<file path="config.mk">
export PLATFORM = sky130hd
export DESIGN_NAME = argmax_scheduler
export DESIGN_NICKNAME = d
export VERILOG_FILES = /design/src/rtl/argmax_scheduler.sv
export SDC_FILE = /design/constraint.sdc
export NUM_CORES = 1
export LEC_CHECK = 0
export ABC_AREA = 1
export BUFFER_PORTS_ARGS = -buffer_cell sky130_fd_sc_hd__buf_2
export CORE_MARGIN = 2
export CORE_UTILIZATION = 30
export CTS_CLUSTER_DIAMETER = 30
export DETAILED_ROUTE_END_ITERATION = 8
export PLACE_DENSITY = 0.48
export SLEW_MARGIN = 40
export SYNTH_ARGS = -nofsm -noshare
export SYNTH_HDL_FRONTEND = slang
export SYNTH_SLANG_ARGS = --single-unit
export TNS_END_PERCENT = 5
</file>
<file path="constraint.sdc">
create_clock -name clk -period 3 [get_ports clk]
set_clock_uncertainty 0.15 [all_clocks]
set_input_delay 0.9 -clock clk [delete_from_list [all_inputs] [get_ports clk]]
set_output_delay 0.9 -clock clk [all_outputs]
set_load 0.01 [all_outputs]
</file>
<file path="src/rtl/argmax_scheduler.sv">
// Sequential argmax over a frame of NUM_CLASS signed scores, one beat per cycle.
// A single signed comparator is time-shared across the beats; the result is handed off with valid/ready.
module argmax_scheduler #(
   parameter int DATA_WIDTH = 28,
   parameter int NUM_CLASS  = 10,
   parameter int IDX_WIDTH  = 8,
   parameter int FCNT_WIDTH = 16
) (
   input  logic                  clk,
   input  logic                  rst,
   input  logic                  start,
   input  logic                  in_valid,
   input  logic [DATA_WIDTH-1:0] in_data,
   output logic                  in_ready,
   output logic                  out_valid,
   input  logic                  out_ready,
   output logic [IDX_WIDTH-1:0]  predict,
   output logic [DATA_WIDTH-1:0] max_score,
   output logic                  busy,
   output logic [FCNT_WIDTH-1:0] frame_cnt
);

   typedef enum logic [1:0] {IDLE, COLLECT, HOLD} state_t;

   localparam logic [IDX_WIDTH-1:0] LAST_IDX = IDX_WIDTH'(NUM_CLASS - 1);

   state_t                state_reg, state_next;
   logic [IDX_WIDTH-1:0]  cnt_reg, cnt_next;
   logic [IDX_WIDTH-1:0]  idx_reg, idx_next;
   logic [DATA_WIDTH-1:0] max_reg, max_next;
   logic [IDX_WIDTH-1:0]  predict_reg, predict_next;
   logic [DATA_WIDTH-1:0] score_reg, score_next;
   logic [FCNT_WIDTH-1:0] fcnt_reg, fcnt_next;
   logic                  beat;
   logic                  ge;

   // Differing signs: the non-negative operand wins; equal signs: low bits compare unsigned.
   always_comb begin
      if (in_data[DATA_WIDTH-1] != max_reg[DATA_WIDTH-1])
         ge = ~in_data[DATA_WIDTH-1];
      else
         ge = (in_data[DATA_WIDTH-2:0] >= max_reg[DATA_WIDTH-2:0]);
   end

   assign beat = in_valid && (state_reg == COLLECT);

   always_comb begin
      state_next   = state_reg;
      cnt_next     = cnt_reg;
      idx_next     = idx_reg;
      max_next     = max_reg;
      predict_next = predict_reg;
      score_next   = score_reg;
      fcnt_next    = fcnt_reg;
      case (state_reg)
         IDLE: begin
            if (start) begin
               state_next = COLLECT;
               cnt_next   = '0;
            end
         end
         COLLECT: begin
            if (beat) begin
               if ((cnt_reg == '0) || ge) begin
                  max_next = in_data;
                  idx_next = cnt_reg;
               end
               cnt_next = cnt_reg + 1'b1;
               // The final beat's compare result is captured straight into the output registers.
               if (cnt_reg == LAST_IDX) begin
                  predict_next = idx_next;
                  score_next   = max_next;
                  state_next   = HOLD;
               end
            end
         end
         HOLD: begin
            if (out_ready) begin
               fcnt_next = fcnt_reg + 1'b1;
               cnt_next  = '0;
               state_next = start ? COLLECT : IDLE;
            end
         end
         default: state_next = IDLE;
      endcase
   end

   always_ff @(posedge clk) begin
      if (!rst) begin
         state_reg   <= IDLE;
         cnt_reg     <= '0;
         idx_reg     <= '0;
         max_reg     <= '0;
         predict_reg <= '0;
         score_reg   <= '0;
         fcnt_reg    <= '0;
      end else begin
         state_reg   <= state_next;
         cnt_reg     <= cnt_next;
         idx_reg     <= idx_next;
         max_reg     <= max_next;
         predict_reg <= predict_next;
         score_reg   <= score_next;
         fcnt_reg    <= fcnt_next;
      end
   end

   assign in_ready  = (state_reg == COLLECT);
   assign out_valid = (state_reg == HOLD);
   assign busy      = (state_reg != IDLE);
   assign predict   = predict_reg;
   assign max_score = score_reg;
   assign frame_cnt = fcnt_reg;

endmodule

</file>
==> flow_summary.yaml <==
synth:
  synthTopCellsByCount: "nand2_1 (174), inv_1 (141), nand3_1 (121), dfxtp_1 (98), nor2_1 (89)"
  synth_top_cell_area_share_pct: 35.6
  synth_most_common_cell: "nand2_1"
  synth_flop_cell: "dfxtp_1"
  synth_area_leaders: "dfxtp_1 (36%), nand2_1 (12%), nand3_1 (11%)"
  synth.distinct_cells: 40
  synth-async-reset-ratio_pct: 0
  netlist_area_mm2: 0.00551
  seq_area_frac_synth_pct: 35.6
  yosys.area.top_type: "dfxtp_1"
  syn_area_per_cell_um2: 6.72
  ys_seq_elements: 98
  syn_inst: 820
  syn_nets: 884
  yosys_warnings: 0
  synth_edf_count: 0
clock_tree:
  post_cts_resized: 0
  clockBufferDepth: 2
  postCtsSetupRepairBufs: 0
  numCtsBuffers: 9
  cts_hold_buffers: 0
  worstSkewPairLatency_ps: 350
  cts_max_level: 3
  cts_root_buffer: "clkbuf_16"
  clk_pin_slew_ps: 70
  cts_tree: "yes"
  clock_sinks: 98
placed_design:
  dp_hpwl_mm: 9.75
  dp_slack_ps: -33.7
  gp_congestion: 0.776
  io_buffers: 87
sta:
  worst_slack_ps: 374
  rsz0062_at_grt: "false"
  finalSetupViolations: 0
  report.final.slew_viol_count: 0
  fmax_ghz: 0.381
  finalCriticalPeriod_ps: 2630
  tightest_slew_ps: 659
  hold_viol_final: 0
  slew-limit-headroom_pct: 55.9
  post-route-period-util_pct: 87.5
job:
  maxCapViolCount: 0
route:
  post_drt_wl_per_cell_um: 12.4
  postRouteAntennaNets: 0
  drc_errors: 0
  drt_pass1_iterations: 6
  vias: 5083
  via_per_inst: 4.48
  drt_iter0_drc: 196
  wl_mm: 14.1
floorplan:
  die_y_um: 140
  num_rows: 49
  die_w_um: 140
  initial_core_util_pct: 30.6
  die-area_mm2: 0.0195
  ioPinCount: 88
  coreArea_mm2: 0.0180
global_route:
  grt_max_degree: 74
  grt_pass1_vias: 4646
  grt.overflow.total: 0
  antenna_found_initial: 0
  grtUsageTotal_pct: 14.7
  grt_pass1_wl_mm: 23.4
power_and_ir_drop:
  power.leakage_nw: 3.31
  peakVddDrop_mv: 0.362
  p_per_area_mw_per_mm2: 744
  power_mw: 4.83
layout:
  fillers: 1985
  area_delta_synth_final_pct: 17.7
  drive_above_1_share_pct: 15.8
  nets: 964
  num_antenna_cells: 0
worst_setup_path:
  critPathLaunchType: "primary input"
  criticalPathCategory: "primary input to flop"
  crit_path_end_kind: "flop"
  arrival_ps: 2730
  cp_data_required_time_ps: 3100
  worstPathMaxFanout: 17
outcome:
  status: "complete, no violations"
min_path:
  min_path_type: "flop to flop"
## metrics by stage
| step | util [%] | instances | TNS (ps) | hold slack (ps) | cell area (um2) |
|---|---|---|---|---|---|
| after global placement | 34.4 | 1118 | -596 | 325 | 6210 |
| final | 36.0 | 1134 | 0 | 336 | 6490 |
| after CTS | 36.0 | 1134 | 0 | 340 | 6490 |
| after detailed placement | 34.4 | 1118 | -531 | 330 | 6210 |
| after floorplan | - | 820 | 0 | 302 | 5510 |
| after global routing | 36.0 | 1134 | 0 | 364 | 6490 |
## cell families after synthesis
kind of cell               after synthesis  synth area share (%)
AOI/OAI and AO/OA                       82                  8.40
xor gates and xnor gates                 4                 0.635
adders and majority gates               31                  7.03
buffers and inverters                  180                  13.5
DFF                                     98                  35.6
and+or+nand+nor                        425                  34.8
## cell usage in the layout, fill, tap and decap left out, types with 8 or more instances in the layout
master,synthesis,layout
nand2_1,174,174
inv_1,141,141
nand3_1,121,121
dfxtp_1,98,98
nor2_1,89,89
buf_2,9,87
a21oi_1,56,56
ha_1,31,31
nor3_1,14,14
o21a_1,11,11
clkbuf_16,0,9
buf_4,2,8
## where the power goes
part	switching [mW]	internal, mW	total, mW
clock network	0.572	0.571	1.14
registers	0.149	1.57	1.72
logic	1.25	0.718	1.97
## final timing paths
| kind | start | endpoint | slack, ps | depth (start not counted) |
|---|---|---|---|---|
| setup / recovery | in_data[26] | max_reg[15]$_SDFFE_PN0P_ | 370 | 15 |
| hold / removal | cnt_reg[7]$_SDFFE_PN0P_ | cnt_reg[7]$_SDFFE_PN0P_ | 340 | 2 |
| setup reg to reg | max_reg[22]$_SDFFE_PN0P_ | max_reg[15]$_SDFFE_PN0P_ | 660 | 15 |
| hold reg to reg | cnt_reg[7]$_SDFFE_PN0P_ | cnt_reg[7]$_SDFFE_PN0P_ | 340 | 2 |
## routing by layer
layer	part of all wire (%)	global-route usage, %	vias to the layer above
li1	-	-	2748
met5	0	0	-
met3	4.3	3.13	9
met2	43	23.0	90
met1	52	20.6	2236
met4	0.97	3.79	0
## final cells by class
class,count,area [um2],area share (%)
Inverter,149,559,8.62
Timing Repair Buffer,100,596,9.18
Sequential cell,98,1960,30.2
Multi-Input combinational cell,542,2810,43.2
Clock inverter,7,53.8,0.829
Clock buffer,9,225,3.47
Tap cell,229,287,4.42
## critical path: stages
cell and delay [ps]:
buf_2 130, ha_1 320, nand3_1 120, nor2_1 60, nand3_1 120, inv_1 50
a21oi_1 190, nand4_1 120, nand2_2 130, nand2_4 100, buf_12 200, nand2_1 80
nand3_1 90, nand2_1 70, inv_1 30
Note: power is estimated with default switching activity, not from simulation.
